<file path="config.mk">
export PLATFORM = sky130hd
export DESIGN_NAME = spi_cmd_sequencer_flat
export DESIGN_NICKNAME = d
export VERILOG_FILES = /design/src/rtl/spi_cmd_sequencer_pkg.sv /design/src/rtl/spi_cmd_sequencer_if.sv /design/src/rtl/spi_cmd_sequencer_regfile.sv /design/src/rtl/spi_cmd_sequencer.sv /design/src/flat_wrapper.sv
export SDC_FILE = /design/constraint.sdc
export NUM_CORES = 1
export LEC_CHECK = 0
export ABC_AREA = 1
export CAP_MARGIN = 20
export CORE_ASPECT_RATIO = 0.5
export CORE_MARGIN = 1.5
export CORE_UTILIZATION = 30
export CTS_CLUSTER_SIZE = 25
export DETAILED_ROUTE_END_ITERATION = 7
export PLACE_DENSITY = 0.57
export SLEW_MARGIN = 20
export SYNTH_ARGS = -nofsm -noshare
export SYNTH_HDL_FRONTEND = slang
export SYNTH_SLANG_ARGS = --single-unit
export TNS_END_PERCENT = 100
</file>
<file path="constraint.sdc">
create_clock -name _i_clk -period 2.3 [get_ports _i_clk]
set_input_delay 0.345 -clock _i_clk [delete_from_list [all_inputs] [get_ports _i_clk]]
set_output_delay 0.345 -clock _i_clk [all_outputs]
set_load 0.01 [all_outputs]
</file>
<file path="src/rtl/spi_cmd_sequencer_pkg.sv">
// rtl/spi_cmd_sequencer_pkg.sv - shared opcodes, state/mode enums and helpers
package spi_cmd_pkg;

  localparam logic [7:0] OP_WRITE  = 8'h01;
  localparam logic [7:0] OP_SELECT = 8'h02;
  localparam logic [7:0] OP_CLEAR  = 8'h03;

  localparam int ERR_W = 4;

  typedef enum logic [1:0] {
    IDLE      = 2'd0,
    WAIT_ADDR = 2'd1,
    WAIT_DATA = 2'd2
  } state_t;

  typedef enum logic {
    WRITE  = 1'b0,
    SELECT = 1'b1
  } mode_t;

  // Error counter increments but sticks at all-ones
  function automatic logic [ERR_W-1:0] sat_inc(input logic [ERR_W-1:0] v);
    return (v == '1) ? v : v + 1'b1;
  endfunction

endpackage

</file>
<file path="src/rtl/spi_cmd_sequencer_if.sv">
// rtl/spi_cmd_sequencer_if.sv - byte stream in, display/status out
import spi_cmd_pkg::*;

interface spi_cmd_sequencer_if;
  logic             _i_byte_valid;
  logic [7:0]       _i_byte;
  logic [7:0]       o_display;
  logic             o_busy;
  logic [ERR_W-1:0] o_err_count;
  logic             o_frame_done;

  modport master (
    output _i_byte_valid, _i_byte,
    input  o_display, o_busy, o_err_count, o_frame_done
  );

  modport slave (
    input  _i_byte_valid, _i_byte,
    output o_display, o_busy, o_err_count, o_frame_done
  );
endinterface

</file>
<file path="src/rtl/spi_cmd_sequencer_regfile.sv">
// rtl/spi_cmd_sequencer_regfile.sv - register storage with clear and registered display mux
module spi_cmd_regfile #(
  parameter int NUM_REGS = 4,
  parameter int AW       = $clog2(NUM_REGS)
) (
  input  logic          clk,
  input  logic          rst,
  input  logic          we,
  input  logic [AW-1:0] waddr,
  input  logic [7:0]    wdata,
  input  logic          clr,
  input  logic [AW-1:0] sel,
  output logic [7:0]    display
);

  logic [7:0] regs [NUM_REGS];

  // Storage: reset and CLEAR both zero every register; otherwise single write port
  always_ff @(posedge clk) begin
    if (rst || clr) begin
      for (int i = 0; i < NUM_REGS; i++) regs[i] <= '0;
    end else if (we) begin
      regs[waddr] <= wdata;
    end
  end

  // Output register: display follows regs[sel] one cycle behind any update
  always_ff @(posedge clk) begin
    if (rst) display <= '0;
    else     display <= regs[sel];
  end

endmodule

</file>
<file path="src/rtl/spi_cmd_sequencer.sv">
// rtl/spi_cmd_sequencer.sv - frame parser, idle timeout and command execution
import spi_cmd_pkg::*;

module spi_cmd_sequencer #(
  parameter int NUM_REGS = 4,
  parameter int TIMEOUT  = 1024
) (
  input  logic                _i_clk,
  input  logic                _i_rst,
  spi_cmd_sequencer_if.slave  bus
);

  localparam int AW = $clog2(NUM_REGS);
  localparam int TW = $clog2(TIMEOUT);
  localparam logic [TW-1:0] TMAX = TW'(TIMEOUT - 1);

  state_t           state_q, state_n;
  mode_t            mode_q, mode_n;
  logic [AW-1:0]    addr_q, addr_n;
  logic [AW-1:0]    sel_q, sel_n;
  logic [TW-1:0]    timer_q, timer_n;
  logic [ERR_W-1:0] err_q, err_n;
  logic             done_q, done_n;
  logic             we, clr;

  // State register; a strobe in the reset cycle is dropped because reset wins
  always_ff @(posedge _i_clk) begin
    if (_i_rst) begin
      state_q <= IDLE;
      mode_q  <= WRITE;
      addr_q  <= '0;
      sel_q   <= '0;
      timer_q <= '0;
      err_q   <= '0;
      done_q  <= 1'b0;
    end else begin
      state_q <= state_n;
      mode_q  <= mode_n;
      addr_q  <= addr_n;
      sel_q   <= sel_n;
      timer_q <= timer_n;
      err_q   <= err_n;
      done_q  <= done_n;
    end
  end

  // Next-state: parse bytes, execute on the final byte, abandon stalled frames
  always_comb begin
    state_n = state_q;
    mode_n  = mode_q;
    addr_n  = addr_q;
    sel_n   = sel_q;
    timer_n = '0;
    err_n   = err_q;
    done_n  = 1'b0;
    we      = 1'b0;
    clr     = 1'b0;
    case (state_q)
      IDLE: begin
        if (bus._i_byte_valid) begin
          case (bus._i_byte)
            OP_WRITE: begin
              state_n = WAIT_ADDR;
              mode_n  = WRITE;
            end
            OP_SELECT: begin
              state_n = WAIT_ADDR;
              mode_n  = SELECT;
            end
            OP_CLEAR: begin
              clr    = 1'b1;
              done_n = 1'b1;
            end
            default: err_n = sat_inc(err_q);
          endcase
        end
      end
      WAIT_ADDR: begin
        if (bus._i_byte_valid) begin
          addr_n = bus._i_byte[AW-1:0];
          if (mode_q == WRITE) begin
            state_n = WAIT_DATA;
          end else begin
            sel_n   = bus._i_byte[AW-1:0];
            done_n  = 1'b1;
            state_n = IDLE;
          end
        end else if (timer_q == TMAX) begin
          state_n = IDLE;
          err_n   = sat_inc(err_q);
        end else begin
          timer_n = timer_q + 1'b1;
        end
      end
      WAIT_DATA: begin
        if (bus._i_byte_valid) begin
          we      = 1'b1;
          done_n  = 1'b1;
          state_n = IDLE;
        end else if (timer_q == TMAX) begin
          state_n = IDLE;
          err_n   = sat_inc(err_q);
        end else begin
          timer_n = timer_q + 1'b1;
        end
      end
      default: state_n = IDLE;
    endcase
  end

  spi_cmd_regfile #(
    .NUM_REGS (NUM_REGS),
    .AW       (AW)
  ) u_regfile (
    .clk     (_i_clk),
    .rst     (_i_rst),
    .we      (we),
    .waddr   (addr_q),
    .wdata   (bus._i_byte),
    .clr     (clr),
    .sel     (sel_q),
    .display (bus.o_display)
  );

  assign bus.o_busy       = (state_q != IDLE);
  assign bus.o_err_count  = err_q;
  assign bus.o_frame_done = done_q;

endmodule

</file>
<file path="src/flat_wrapper.sv">
// flat-port wrapper written by rule: the top's interface ports become plain ports
module spi_cmd_sequencer_flat 
#(
  parameter int NUM_REGS = 4,
  parameter int TIMEOUT  = 1024
)
  (_i_clk, _i_rst, bus__i_byte_valid, bus__i_byte, bus_o_display, bus_o_busy, bus_o_err_count, bus_o_frame_done);
  spi_cmd_sequencer_if bus_i ();
  input  logic _i_clk;
  input  logic _i_rst;
  input wire logic [$bits(bus_i._i_byte_valid)-1:0] bus__i_byte_valid;
  input wire logic [$bits(bus_i._i_byte)-1:0] bus__i_byte;
  output wire logic [$bits(bus_i.o_display)-1:0] bus_o_display;
  output wire logic [$bits(bus_i.o_busy)-1:0] bus_o_busy;
  output wire logic [$bits(bus_i.o_err_count)-1:0] bus_o_err_count;
  output wire logic [$bits(bus_i.o_frame_done)-1:0] bus_o_frame_done;
  assign bus_i._i_byte_valid = bus__i_byte_valid;
  assign bus_i._i_byte = bus__i_byte;
  assign bus_o_display = bus_i.o_display;
  assign bus_o_busy = bus_i.o_busy;
  assign bus_o_err_count = bus_i.o_err_count;
  assign bus_o_frame_done = bus_i.o_frame_done;
  spi_cmd_sequencer #(.NUM_REGS(NUM_REGS), .TIMEOUT(TIMEOUT)) u_core (._i_clk(_i_clk), ._i_rst(_i_rst), .bus(bus_i));
endmodule
</file>
======== Yosys cells after proc, flatten, opt, wreduce, memory -nomap -nowiden ========
Memories as Yosys holds them, arrays and structs flattened. A register that Yosys moved wholly into a read port is not among the register bits.
Cells that the tools add are included.
operators by class
  add/subtract/negate cells ............... 2
  reductions and logical operators ........ 15
  equal/unequal tests ..................... 12
  muxes and demuxes ....................... 30
  bitwise logic cells ..................... 1
operator list
  operator                 number
  $mux W4                  5
  $eq A8 B2 Y1 const B     2
  $mux W2                  7
  $mux W1                  13
  $add A10 B1 Y10 const B  1
  $eq A10 B10 Y1 const B   1
  $eq A8 B1 Y1 const B     1
  $mux W8                  1
  $ne A2 B2 Y1 const B     4
  $pmux W4 S2              1
  $reduce_or A8 Y1         1
  $pmux W2 S3              1
  $reduce_and A3 Y1        2
  $reduce_bool A2 Y1       3
  $reduce_and A5 Y1        1
  $add A4 B1 Y4 const B    1
  $eq A4 B4 Y1 const B     1
  $reduce_and A2 Y1        2
  $reduce_or A2 Y1         2
  $reduce_or A4 Y1         1
  $pmux W1 S3              1
  $reduce_or A3 Y1         1
  $eq A2 B1 Y1 const B     1
  $eq A2 B2 Y1 const B     1
  5 further kinds          5
storage, ports and cells
  memories ................................ 1
  logic and storage cells ................. 68
  output and inout bits ................... 14
  bits in registers ....................... 22
  bits in writable memories ............... 32
  input bits .............................. 11
memories
  name                   words  width  read ports  clocked after Yosys merged registers in  write ports  RTL line                         source
  u_core.u_regfile.regs  4      8      1           1                                        4            spi_cmd_sequencer_regfile.sv:16  logic [7:0] regs [NUM_REGS];

======== Depth between registers and ports, before layout ========
  depth in word-level cells ............... 9
  mapped depth ............................ 10
  depth with buffers taken out ............ 10

======== Hierarchy ========
A second synthesis with hierarchy kept.
unflattened totals
  cell total of the unflattened synthesis .. 342
  area, all modules ....................... 2982.9 µm²
modules (own cells, without submodules)
  module             area an instance (µm²)  cells each  sequential area each (µm²)  instances
  spi_cmd_regfile    1785.5                  187         1121.1                      1
  spi_cmd_sequencer  1197.4                  155         440.4                       1

======== Worst setup path after synthesis ========
OpenSTA, ideal clock, no wires.
  path type ............................... reg-to-reg
  from .................................... reg u_core.state_q[0]
  to ...................................... mem u_core.u_regfile.regs[0][0] (enable)
  setup time .............................. 0.329 ns
  buffers on the path ..................... 0
  required time ........................... 1.971 ns
  period minus slack after synthesis ...... 1.829 ns
  arrival ................................. 1.500 ns
  setup slack ............................. 0.471 ns
  cell stages (with the launch flop) ...... 10
  cells stage by stage .................... dfxtp_1 -> inv_1 -> ha_1 -> inv_1 -> nor3_1 -> nand2_1 -> nand2_2 -> nor2_4 -> nand3_2 -> nand2_1
RTL lines
  item                    RTL line                         source
  start, declared         spi_cmd_sequencer.sv:17          state_t state_q, state_n;
  start signal, assigned  spi_cmd_sequencer.sv:37          state_q <= state_n;
  end, declared           spi_cmd_sequencer_regfile.sv:16

======== Final worst setup path ========
  from .................................... reg u_core.state_q[0]
  to ...................................... out bus_o_busy
on the way
  longest elaborated chain between the ends .. 1
ends and longest elaborated chain
  item                RTL line                  source
  $reduce_bool A2 Y1  spi_cmd_sequencer.sv:125  assign bus.o_busy = (state_q != IDLE);
  end, declared       flat_wrapper.sv:14        output wire logic [$bits(bus_i.o_busy)-1:0] bus_o_busy;
No other way between the ends.

==> results.sh <==
export IMPL_final_cells=461
export IMPL_routed_via_density=4.58
export IMPL_setup_viol=0
export IMPL_finalCritPeriodShare_pct=87.2
export IMPL_final_util_pct=39.9
export IMPL_gp_congestion=0.827
export IMPL_ir_drop_mv=0.352
export IMPL_reg2reg_depth=9
export IMPL_syn_nets=314
export IMPL_final_hold_viol_count=0
export IMPL_slew_headroom_pct=47.7
export IMPL_regToRegStartpoint="u_core.state_q[0]"
export IMPL_vias=2111
export IMPL_cap_viol_max_count=0
export IMPL_finalCriticalPeriod_ns=2.01
export IMPL_fmax_ghz=0.498
export IMPL_grt_ovfl_total=0
export IMPL_rsz0062_at_grt="false"
export IMPL_path_cells="inv_1, ha_1, inv_1, clkdlybuf4s50_1"
export IMPL_core_mm2=0.00880
export IMPL_ys_ff_latch=62
export IMPL_worstSetupPathType="register to output port"
export IMPL_grt_pass1_vias=2085
export IMPL_io_pins=25
export IMPL_cpMostUsedCell="inv_1"
export IMPL_required_ns=1.96
export IMPL_dp_cells=445
export IMPL_setup_ws_ns=0.294
export IMPL_dp_hpwl_um=4280
export IMPL_regArea_mm2=0.00156
export IMPL_rows=24
export IMPL_num_fill_cells=876
export IMPL_cp_end_kind="output port"
export IMPL_finalSetupTns_ns=0
export IMPL_r2r_slack_ns=0.40
export IMPL_antenna_left=0
export IMPL_pre_cts_slack_ns=0.114
export IMPL_holdPathStages=1
export IMPL_netlist_area_mm2=0.00274
export IMPL_route_detailed_drc=0
export IMPL_multi_input_area_mm2=0.00105
export IMPL_drv_slew=0
export IMPL_clock_sinks=62
export IMPL_cts_tree="done"
export IMPL_cpPeakStageDelay_ns=0.54
export IMPL_synthToLayoutAreaGrowth_pct=28.0
export IMPL_worst_pin_slew_ns=0.780
export IMPL_cts_root_buf="clkbuf_16"
export IMPL_status="completed"
export IMPL_synth_cells=297
export IMPL_die_h_um=70.6
export IMPL_antenna_found_initial=0
export IMPL_yosys_warnings=0
export IMPL_start_util_pct=31.2
export IMPL_clk_path_buf_depth=2
export IMPL_postSynthAreaPerCell_um2=9.24
export IMPL_crit_path_top_delay_cell="clkdlybuf4s50_1"
export IMPL_p_per_area_mw_per_mm2=772
export IMPL_drtIter0Drc=189
export IMPL_port_buffers=24
export IMPL_dpl_cell_area_mm2=0.00320
export IMPL_grt_use_total_pct=13.0
export IMPL_p_leak_nw=1.40
export IMPL_die_w_um=138
export IMPL_path_clk_slew_ns=0.05
export IMPL_cts_resized=0
export IMPL_postCtsSetupRepairBufs=0
export IMPL_grt_pass1_wl_um=9900
export IMPL_ys_types=33
export IMPL_wirelength_um=5830
export IMPL_fin_worst_skew_ns=0.00828
export IMPL_critPathLaunchType="register"
export IMPL_die_area_mm2=0.00976
export IMPL_cp_max_fo=4
export IMPL_final_cell_area_mm2=0.00351
export IMPL_reg2reg_to="u_core.u_regfile.regs[0][2]"
export IMPL_wl_per_cell_um=12.6
export IMPL_cts_made_buffers=9
export IMPL_drt_pass1_iterations=4
export IMPL_arrival_ns=1.66
export IMPL_hold_end="u_core.timer_q[0]"
export IMPL_num_nets_final=356
export IMPL_htree_levels=3
export IMPL_antennaDiodeCount=0
export IMPL_grt_max_degree=18
export IMPL_drive_above_1_share_pct=14.0
export IMPL_ys_seq_area_share_pct=56.9
export IMPL_hold_class="register to register"
export IMPL_clk_latency_ns=0.33
export IMPL_ctsHoldBuffers=0
export IMPL_min_delay_start="u_core.timer_q[0]"
-- routing by layer --
layer | share of wire, % | track usage, %
met2 | 49 | 22.8
met4 | 1.4 | 5.26
met5 | 0 | 0
met3 | 4.5 | 4.13
met1 | 45 | 14.9
-- final cells by class --
type                    instances  share of cell area, %
clock buffers                  12                   7.62
clock inverters                 4                   1.25
inverters                      29                   3.13
multi-input cells             201                   30.0
flip-flops and latches         62                   44.4
well taps                     117                   4.17
repair buffers                 36                   9.40
-- logic make-up after synthesis --
logic type	synth area share, %
compound gates	8.66
xor+xnor	2.55
fa+ha+maj	2.74
buf+inv	4.88
flops	56.9
simple gates	24.3
-- where the power goes --
group / switching, mW / internal, mW
clock: 0.462 / 0.926
combinational: 0.0722 / 0.0531
sequential: 0.0103 / 1.19
-- worst max-delay path: cells and delay by family, from the launching register on --
family                     cells  cell delay [ns]
DFF                            1             0.37
buffers and inverters          3             0.72
adders and majority gates      1             0.25
-- per-stage QoR --
stage / hold WS (ns) / power, mW
2_1_floorplan: 0.414 / 1.28
3_3_place_gp: 0.424 / 1.34
3_5_place_dp: 0.441 / 1.35
4_1_cts: 0.453 / 2.74
5_1_grt: 0.495 / 2.80
6_report: 0.449 / 2.71
-- cell usage after synthesis, drive strengths merged --
library cell	number	share of area [%]
o31ai	1	0.27
ha	6	2.7
inv	27	3.7
nand4	3	0.91
clkinv	2	0.32
nand2	30	4.7
a21oi	16	3.3
nand3b	2	1.0
a31oi	1	0.23
edfxtp	32	35
nor2	91	14
nand3	13	2.9
clkbuf	1	0.14
a211oi	1	0.27
xor2	5	1.6
buf	4	0.73
dfxtp	30	22
nor3	3	0.55
o21ai	25	4.6
nor3b	1	0.27
xnor2	3	0.96
-- registers in the layout, summed over array words and instances, names as in the netlist --
register and count:
u_core.u_regfile.regs 32, u_core.timer_q 10, u_core.u_regfile.display 8, u_core.bus.o_err_count 4, u_core.addr_q 2, u_core.sel_q 2
u_core.state_q 2, u_core.bus.o_frame_done 1, u_core.mode_q 1
-- worst max path at each step --
stage	to	cells past startpoint	slack (ns)	from
floorplan	u_core.u_regfile.regs[0][0]	9	0.47	u_core.state_q[0]
global placement	u_core.u_regfile.regs[3][3]	3	0.03	bus__i_byte_valid
detailed placement	u_core.u_regfile.regs[0][2]	8	0.11	bus__i_byte_valid
CTS	bus_o_busy	4	0.27	u_core.state_q[0]
global route	bus_o_busy	4	0.19	u_core.state_q[0]
finish	bus_o_busy	4	0.29	u_core.state_q[0]
-- cells in the final DEF (no fill, tap or decap) --
cell type / n
nand4_1: 2
clkbuf_8: 1
nor3_1: 3
buf_4: 12
o21ai_0: 23
nand3_1: 10
nand3b_4: 1
nand3_2: 3
nor2_1: 85
nand2_1: 25
ha_1: 6
clkbuf_1: 1
clkinv_2: 3
a21oi_4: 1
o21ai_1: 2
clkbuf_16: 10
nor2_4: 2
inv_1: 24
clkdlybuf4s50_1: 24
o31ai_2: 1
nand4_2: 1
a211oi_1: 1
nand3b_1: 1
dfxtp_1: 30
nor2_8: 1
bufinv_16: 1
nand2_2: 4
nand2_4: 1
nor2_2: 3
a31oi_1: 1
inv_2: 3
a21oi_1: 15
xnor2_1: 3
clkinv_1: 2
edfxtp_1: 32
nor3b_1: 1
xor2_1: 5
No activity file was read; power rests on OpenSTA's default activity.
